### config.mk
export PLATFORM = sky130hd
export DESIGN_NAME = gray_step_monitor
export DESIGN_NICKNAME = d
export VERILOG_FILES = /design/src/rtl/gray_step_monitor.sv
export SDC_FILE = /design/constraint.sdc
export NUM_CORES = 1
export LEC_CHECK = 0
export BUFFER_PORTS_ARGS = -buffer_cell sky130_fd_sc_hd__buf_2
export CORE_AREA = 4 4 65 67
export CTS_CLUSTER_SIZE = 30
export DETAILED_ROUTE_END_ITERATION = 10
export DIE_AREA = 0 0 69 71
export PLACE_DENSITY = 0.61
export SETUP_SLACK_MARGIN = 0.05
export SKIP_LAST_GASP = 1
export SYNTH_ARGS = -nofsm -noshare
export SYNTH_HDL_FRONTEND = slang
export SYNTH_SLANG_ARGS = --single-unit
### constraint.sdc
create_clock -name clk -period 8.62 [get_ports clk]
set_clock_uncertainty 0.2 [all_clocks]
set_input_delay 0.862 -clock clk [delete_from_list [all_inputs] [get_ports clk]]
set_output_delay 0.862 -clock clk [all_outputs]
set_load 0.02 [all_outputs]
### src/rtl/gray_step_monitor.sv
// Gray-code step monitor: registers and converts each gray sample to binary, classifies the step,
// tracks acquire/lock status and counts illegal steps. Build macro: GRAY_STEP_MON_DIRCHK_EN.
module gray_step_monitor #(
  parameter int W        = 4,
  parameter int LOCK_CNT = 2,
  parameter int ERR_W    = 8
) (
  input  logic             clk,
  input  logic             ret,
  input  logic [W-1:0]     gray_in,
  input  logic             gray_vld,
  output logic [W-1:0]     bin_out,
  output logic             bin_vld,
  output logic             dir,
  output logic             step_err,
  output logic             locked,
  output logic [ERR_W-1:0] err_cnt,
  output logic [1:0]       o_dbg_state   // 0 = ACQ, 1 = TRACK, 2 = LOCKED
);

  typedef enum logic [1:0] {
    ST_ACQ    = 2'd0,
    ST_TRACK  = 2'd1,
    ST_LOCKED = 2'd2
  } state_t;

  localparam logic [3:0] LC = 4'(LOCK_CNT);

  state_t           r_state;
  state_t           w_state_nxt;
  logic [3:0]       r_good_cnt;
  logic [3:0]       w_good_nxt;
  logic [W-1:0]     r_prev_gray;
  logic [W-1:0]     w_prev_nxt;
  logic [W-1:0]     r_bin;
  logic [W-1:0]     w_bin_nxt;
  logic             r_bin_vld;
  logic             w_bin_vld_nxt;
  logic             r_dir;
  logic             w_dir_nxt;
  logic             r_step_err;
  logic             w_step_err_nxt;
  logic [ERR_W-1:0] r_err_cnt;
  logic             w_err_inc;

  logic [W-1:0]     w_new_bin;
  logic [W-1:0]     w_prev_bin;
  logic [W-1:0]     w_diff;
  logic             w_d_zero;
  logic             w_d_one;
  logic             w_up;
  logic             w_rev;
  logic             w_bad;

  // Each binary bit is the XOR of all gray bits at or above it.
  function automatic logic [W-1:0] gray2bin(input logic [W-1:0] g);
    logic [W-1:0] b;
    b = '0;
    for (int i = 0; i < W; i++) begin
      b[i] = ^(g >> i);
    end
    return b;
  endfunction

  always_comb begin
    w_new_bin  = gray2bin(gray_in);
    w_prev_bin = gray2bin(r_prev_gray);
    w_diff     = gray_in ^ r_prev_gray;
    w_d_zero   = (w_diff == '0);
    w_d_one    = $onehot(w_diff);
    w_up       = (w_new_bin == w_prev_bin + W'(1));
  end

`ifdef GRAY_STEP_MON_DIRCHK_EN
  // A single-bit step against the established direction while locked is treated as illegal.
  assign w_rev = (r_state == ST_LOCKED) && w_d_one && (w_up != r_dir);
`else
  assign w_rev = 1'b0;
`endif

  assign w_bad = !w_d_zero && (!w_d_one || w_rev);

  always_ff @(posedge clk) begin
    if (ret) begin
      r_state <= ST_ACQ;
    end else begin
      r_state <= w_state_nxt;
    end
  end

  always_comb begin
    w_state_nxt    = r_state;
    w_good_nxt     = r_good_cnt;
    w_prev_nxt     = r_prev_gray;
    w_bin_nxt      = r_bin;
    w_bin_vld_nxt  = 1'b0;
    w_dir_nxt      = r_dir;
    w_step_err_nxt = 1'b0;
    w_err_inc      = 1'b0;
    if (gray_vld) begin
      w_bin_vld_nxt = 1'b1;
      case (r_state)
        ST_ACQ: begin
          w_prev_nxt  = gray_in;
          w_bin_nxt   = w_new_bin;
          w_good_nxt  = 4'd0;
          w_state_nxt = ST_TRACK;
        end
        ST_TRACK, ST_LOCKED: begin
          if (!w_d_zero) begin
            w_prev_nxt = gray_in;
            w_bin_nxt  = w_new_bin;
            if (w_d_one) begin
              w_dir_nxt = w_up;
            end
            if (w_bad) begin
              w_step_err_nxt = 1'b1;
              w_err_inc      = 1'b1;
              w_good_nxt     = 4'd0;
              w_state_nxt    = ST_TRACK;
            end else if (r_state == ST_TRACK) begin
              w_good_nxt = r_good_cnt + 4'd1;
              if (r_good_cnt + 4'd1 >= LC) begin
                w_state_nxt = ST_LOCKED;
              end
            end
          end
        end
        default: begin
          w_state_nxt = ST_ACQ;
        end
      endcase
    end
  end

  always_ff @(posedge clk) begin
    if (ret) begin
      r_good_cnt  <= 4'd0;
      r_prev_gray <= '0;
      r_bin       <= '0;
      r_bin_vld   <= 1'b0;
      r_dir       <= 1'b0;
      r_step_err  <= 1'b0;
      r_err_cnt   <= '0;
    end else begin
      r_good_cnt  <= w_good_nxt;
      r_prev_gray <= w_prev_nxt;
      r_bin       <= w_bin_nxt;
      r_bin_vld   <= w_bin_vld_nxt;
      r_dir       <= w_dir_nxt;
      r_step_err  <= w_step_err_nxt;
      if (w_err_inc && (r_err_cnt != {ERR_W{1'b1}})) begin
        r_err_cnt <= r_err_cnt + ERR_W'(1);
      end
    end
  end

  assign bin_out     = r_bin;
  assign bin_vld     = r_bin_vld;
  assign dir         = r_dir;
  assign step_err    = r_step_err;
  assign locked      = (r_state == ST_LOCKED);
  assign err_cnt     = r_err_cnt;
  assign o_dbg_state = r_state;

endmodule

# Word-level counts from Yosys, hierarchy flattened
# Index checks and enable logic that the tools add are counted.
# W data, S select, Z words.
op_classes:
  magnitude_cmp: 1
  n_eq_ne: 8
  reduce_logical: 20
  muxes: 18
  bitwise: 2
  add_sub_neg: 6
op_table:
  columns: ["cell", "n"]
  rows:
  - ["$reduce_xor A4 Y1", 8]
  - ["$pmux W4 S2", 3]
  - ["$mux W4", 5]
  - ["$reduce_and A4 Y1", 3]
  - ["$add A4 B1 Y4 const B", 2]
  - ["$add A8 B1 Y8 const B", 1]
  - ["$mux W2", 4]
  - ["$ne A8 B8 Y1 const B", 1]
  - ["$ne A3 B3 Y1 const B", 2]
  - ["$mux W1", 5]
  - ["$add A1 B1 Y2", 2]
  - ["$eq A4 B4 Y1", 1]
  - ["$ge A4 B2 Y1 const B", 1]
  - ["$logic_not A4 Y1", 1]
  - ["$pmux W2 S2", 1]
  - ["$xor A4 B4 Y4", 1]
  - ["$add A2 B2 Y3", 1]
  - ["$eq A3 B1 Y1 const B", 1]
  - ["$reduce_and A3 Y1", 1]
  - ["$eq A2 B1 Y1 const B", 1]
  - ["$eq A2 B2 Y1 const B", 1]
  - ["$logic_and A1 B1 Y1", 2]
  - ["$logic_not A1 Y1", 2]
  - ["$logic_not A2 Y1", 1]
  - ["4 further kinds", 4]
totals:
  out_inout_bits: 18
  register_bits: 25
  in_bits: 7
  word_cells: 63

# Depth between registers and ports, before layout
logic_depth:
  ltp_word: 11
  ltp_mapped: 12
  mapped_depth_nobuf: 10

# Worst setup path before layout
# No wires, ideal clock.
synth_path:
  kind: "input port to flip-flop"
  startpoint: "in gray_in[1]"
  endpoint: "reg r_dir, in the netlist dir"
  n_path_buf: 1
  arrival_ps: 3465
  path_stages: 10
  setup_time_ps: 61
  t_required_ps: 8359
  setup_slack_ps: 4894
  cell_sequence: "clkbuf_1 -> xnor2_1 -> inv_1 -> fa_1 -> ha_1 -> ha_1 -> nor4bb_1 -> nand3_1 -> a2111oi_0 -> a32o_1"
synth_between:
  elab_chain_cells: 5
  word_cells_on_any_way: 10
  cone_classes: "2 x add/sub; 2 x eq/ne; 2 x bitwise; 4 x reduce/logical"
synth_lines:
  columns: ["element", "line", "text"]
  rows:
  - ["start, declared", "10", "input logic [W-1:0] gray_in,"]
  - ["$xor A4 B4 Y4", "68", "w_diff = gray_in ^ r_prev_gray;"]
  - ["$add A1 B1 Y2 (not written as such)", "70", "w_d_one = $onehot(w_diff);"]
  - ["$add A2 B2 Y3 (not written as such)", "70", null]
  - ["$eq A3 B1 Y1", "70", null]
  - ["$reduce_and A4 Y1 (no source line)", null, null]
  - ["end signal, assigned", "150", "r_dir <= w_dir_nxt;"]
  - ["end, declared", "39", "logic r_dir;"]
# Parallel ways exist; a longest one is shown, timed or not.
# A chain may end at the register's enable or synchronous reset.

# Worst setup path after layout
layout_path:
  startpoint: "in gray_in[0]"
  endpoint: "reg r_dir, in the netlist dir"
# The elaborated chain is that of the path after synthesis.

==> impl_metrics.json <==
{
  "tritoncts": "yes",
  "synth.area.top_cells": "dfxtp_1, xnor2_1, ha_1",
  "setup_viol_count_final": 0,
  "end_kind": "flip-flop",
  "syn_area_um2": 1440,
  "numCtsBuffers": 3,
  "muxShareOfSynthArea_pct": 4.18,
  "final_cell_area_um2": 1650,
  "via_count": 1205,
  "boundaryPins": 25,
  "die_w_um": 69,
  "grt_pass1_wl_mm": 5.62,
  "grt_pass1_vias": 1229,
  "viasPerCell": 5.24,
  "finalNonFillerCells": 230,
  "routedWlPerCell_um": 12.8,
  "crit_fanout": 5,
  "required_ps": 8630,
  "syn-num-nets": 178,
  "cts_setup_buffers": 0,
  "synth_area_per_cell_um2": 8.99,
  "dr.pass1.iters": 4,
  "p_leak_nw": 0.687,
  "hold_violations": 0,
  "drv_cap": 0,
  "grt.overflow.total": 0,
  "fmaxAchievable_mhz": 265,
  "drc": 0,
  "synthAdderAreaFrac_pct": 10.1,
  "core_um2": 3630,
  "grt_antenna_before_repair": 0,
  "dp.final_hpwl_mm": 2.27,
  "fill_cells": 385,
  "rows": 22,
  "yosys.area_share.xor_xnor_pct": 13.8,
  "placed_cells": 226,
  "hold_slack_ps": 308,
  "synthSimpleGateAreaFrac_pct": 20.9,
  "ant_nets": 0,
  "hp-class": "flip-flop to flip-flop",
  "clock_latency_ps": 270,
  "synth_top_area_cell": "dfxtp_1",
  "arrival_ps": 3780,
  "power.density_nw_per_um2": 171,
  "die_area_um2": 4900,
  "period_minus_slack_ps": 3770,
  "synth_top_cell_area_share_pct": 33.4,
  "synthCells": 160,
  "drv_slew": 0,
  "ys_seq_area_share_pct": 33.4,
  "htreeDepth": 1,
  "cts.repair.resized": 0,
  "path_clk_slew_ps": 90,
  "initial_utilization_pct": 39.6,
  "slew_headroom_pct": 50.2,
  "rsz0062_at_grt": "false",
  "syn2layout_area_growth_pct": 14.6,
  "criticalPathCategory": "input port to flip-flop",
  "layout_common_cells": "dfxtp_1, buf_2, nor2_1",
  "ys_ff_latch": 24,
  "utilization_pct": 45.4,
  "ir_drop_mv": 0.0662,
  "clock-root-buffer": "clkbuf_8",
  "synth_compound_area_share_pct": 12.1,
  "crit_path_start_kind": "input port",
  "grt_max_degree": 23,
  "finalCritPeriodShare_pct": 43.7,
  "globalplace.congestion": 0.884,
  "clockBufferDepth": 2,
  "finalWorstSetupSlack_ps": 4850,
  "tightest_slew_ps": 737,
  "dpl_worst_slack_ps": 4610,
  "nNetsFinal": 201,
  "numPortBuffers": 24,
  "yosys_warnings": 0,
  "power_mw": 0.281,
  "status": "finished clean",
  "hold_buffers": 0,
  "synth_top_family_by_area": "simple AND/OR/NAND/NOR gates",
  "drive_above_1_share_pct": 18.1,
  "grt_usage_pct": 13.4,
  "placed_area_um2": 1580,
  "die_h_um": 71,
  "tns_ps": 0,
  "diodes": 0,
  "routed_wl_mm": 2.95,
  "clock-sinks": 24,
  "ys_types": 38,
  "drt_iter0_drc": 40
}
[final timing paths]
| kind | startpoint | end | slack (ps) | cells after the start |
|---|---|---|---|---|
| min | bin_out[2] | bin_out[2] | 310 | 2 |
| max reg2reg | r_prev_gray[0] | dir | 5160 | 9 |
| min reg2reg | bin_out[2] | bin_out[2] | 310 | 2 |
| max | gray_in[0] | dir | 4850 | 10 |
[synth_stat cells, drive strengths merged]
cell	count
clkbuf	2
and3	2
nor3b	1
nand4	2
xor2	1
a2111oi	2
dfxtp	24
or4	1
a21oi	4
a41oi	2
and3b	1
o211ai	2
nand2	4
nor3	7
a311o	1
a32o	3
o21ai	7
nor2b	3
mux2i	6
fa	1
nand2b	1
nor4bb	1
xnor2	20
and2b	1
nor4	3
and4	1
nand3	8
ha	10
inv	10
nor2	22
a31oi	1
a211oi	2
buf	4
[where the power goes]
part	internal, mW	switching [mW]
Combinational	0.0263	0.0368
Sequential	0.115	0.00419
Clock	0.0621	0.0368
[critical path, cell delays in order]
cell,delay (ps)
buf_2,120
xnor2_1,280
inv_1,110
fa_1,480
ha_1,190
ha_1,290
nor4bb_1,660
nand3_1,200
a2111oi_0,400
a32o_1,180
[registers in the layout, summed over array words and instances (netlist names)]
signal / count
err_cnt: 8
r_good_cnt: 4
dir: 1
bin_out: 3
o_dbg_state: 2
bin_vld: 1
r_prev_gray: 4
step_err: 1
[layout make-up]
class / instances / area, um^2 / share of cell area (%)
multi-input combinational: 120 / 878 / 53.3
sequential: 24 / 480 / 29.2
timing repair buffer: 24 / 120 / 7.29
tap: 48 / 60.1 / 3.64
clock buffer: 3 / 41.3 / 2.51
inverter: 10 / 37.5 / 2.28
clock inverter: 1 / 30.0 / 1.82
[cell families (layout without fill, tap and decap cells)]
family,count (synthesis),count (layout)
adder cells (fa/ha/maj),11,11
XOR/XNOR,21,21
AO/OA/AOI/OAI,24,24
AND/OR/NAND/NOR,58,58
flip-flops,24,24
buffers and inverters,16,38
multiplexers,6,6
[routing by layer]
metal | track usage (%) | vias up | wire length [um]
met3 | 3.27 | 9 | 131
met5 | 0 | - | 0
li1 | - | 606 | -
met1 | 17.1 | 560 | 1400
met2 | 22.4 | 30 | 1360
met4 | 4.12 | 0 | 52
Note: power is estimated with default switching activity, not from simulation.
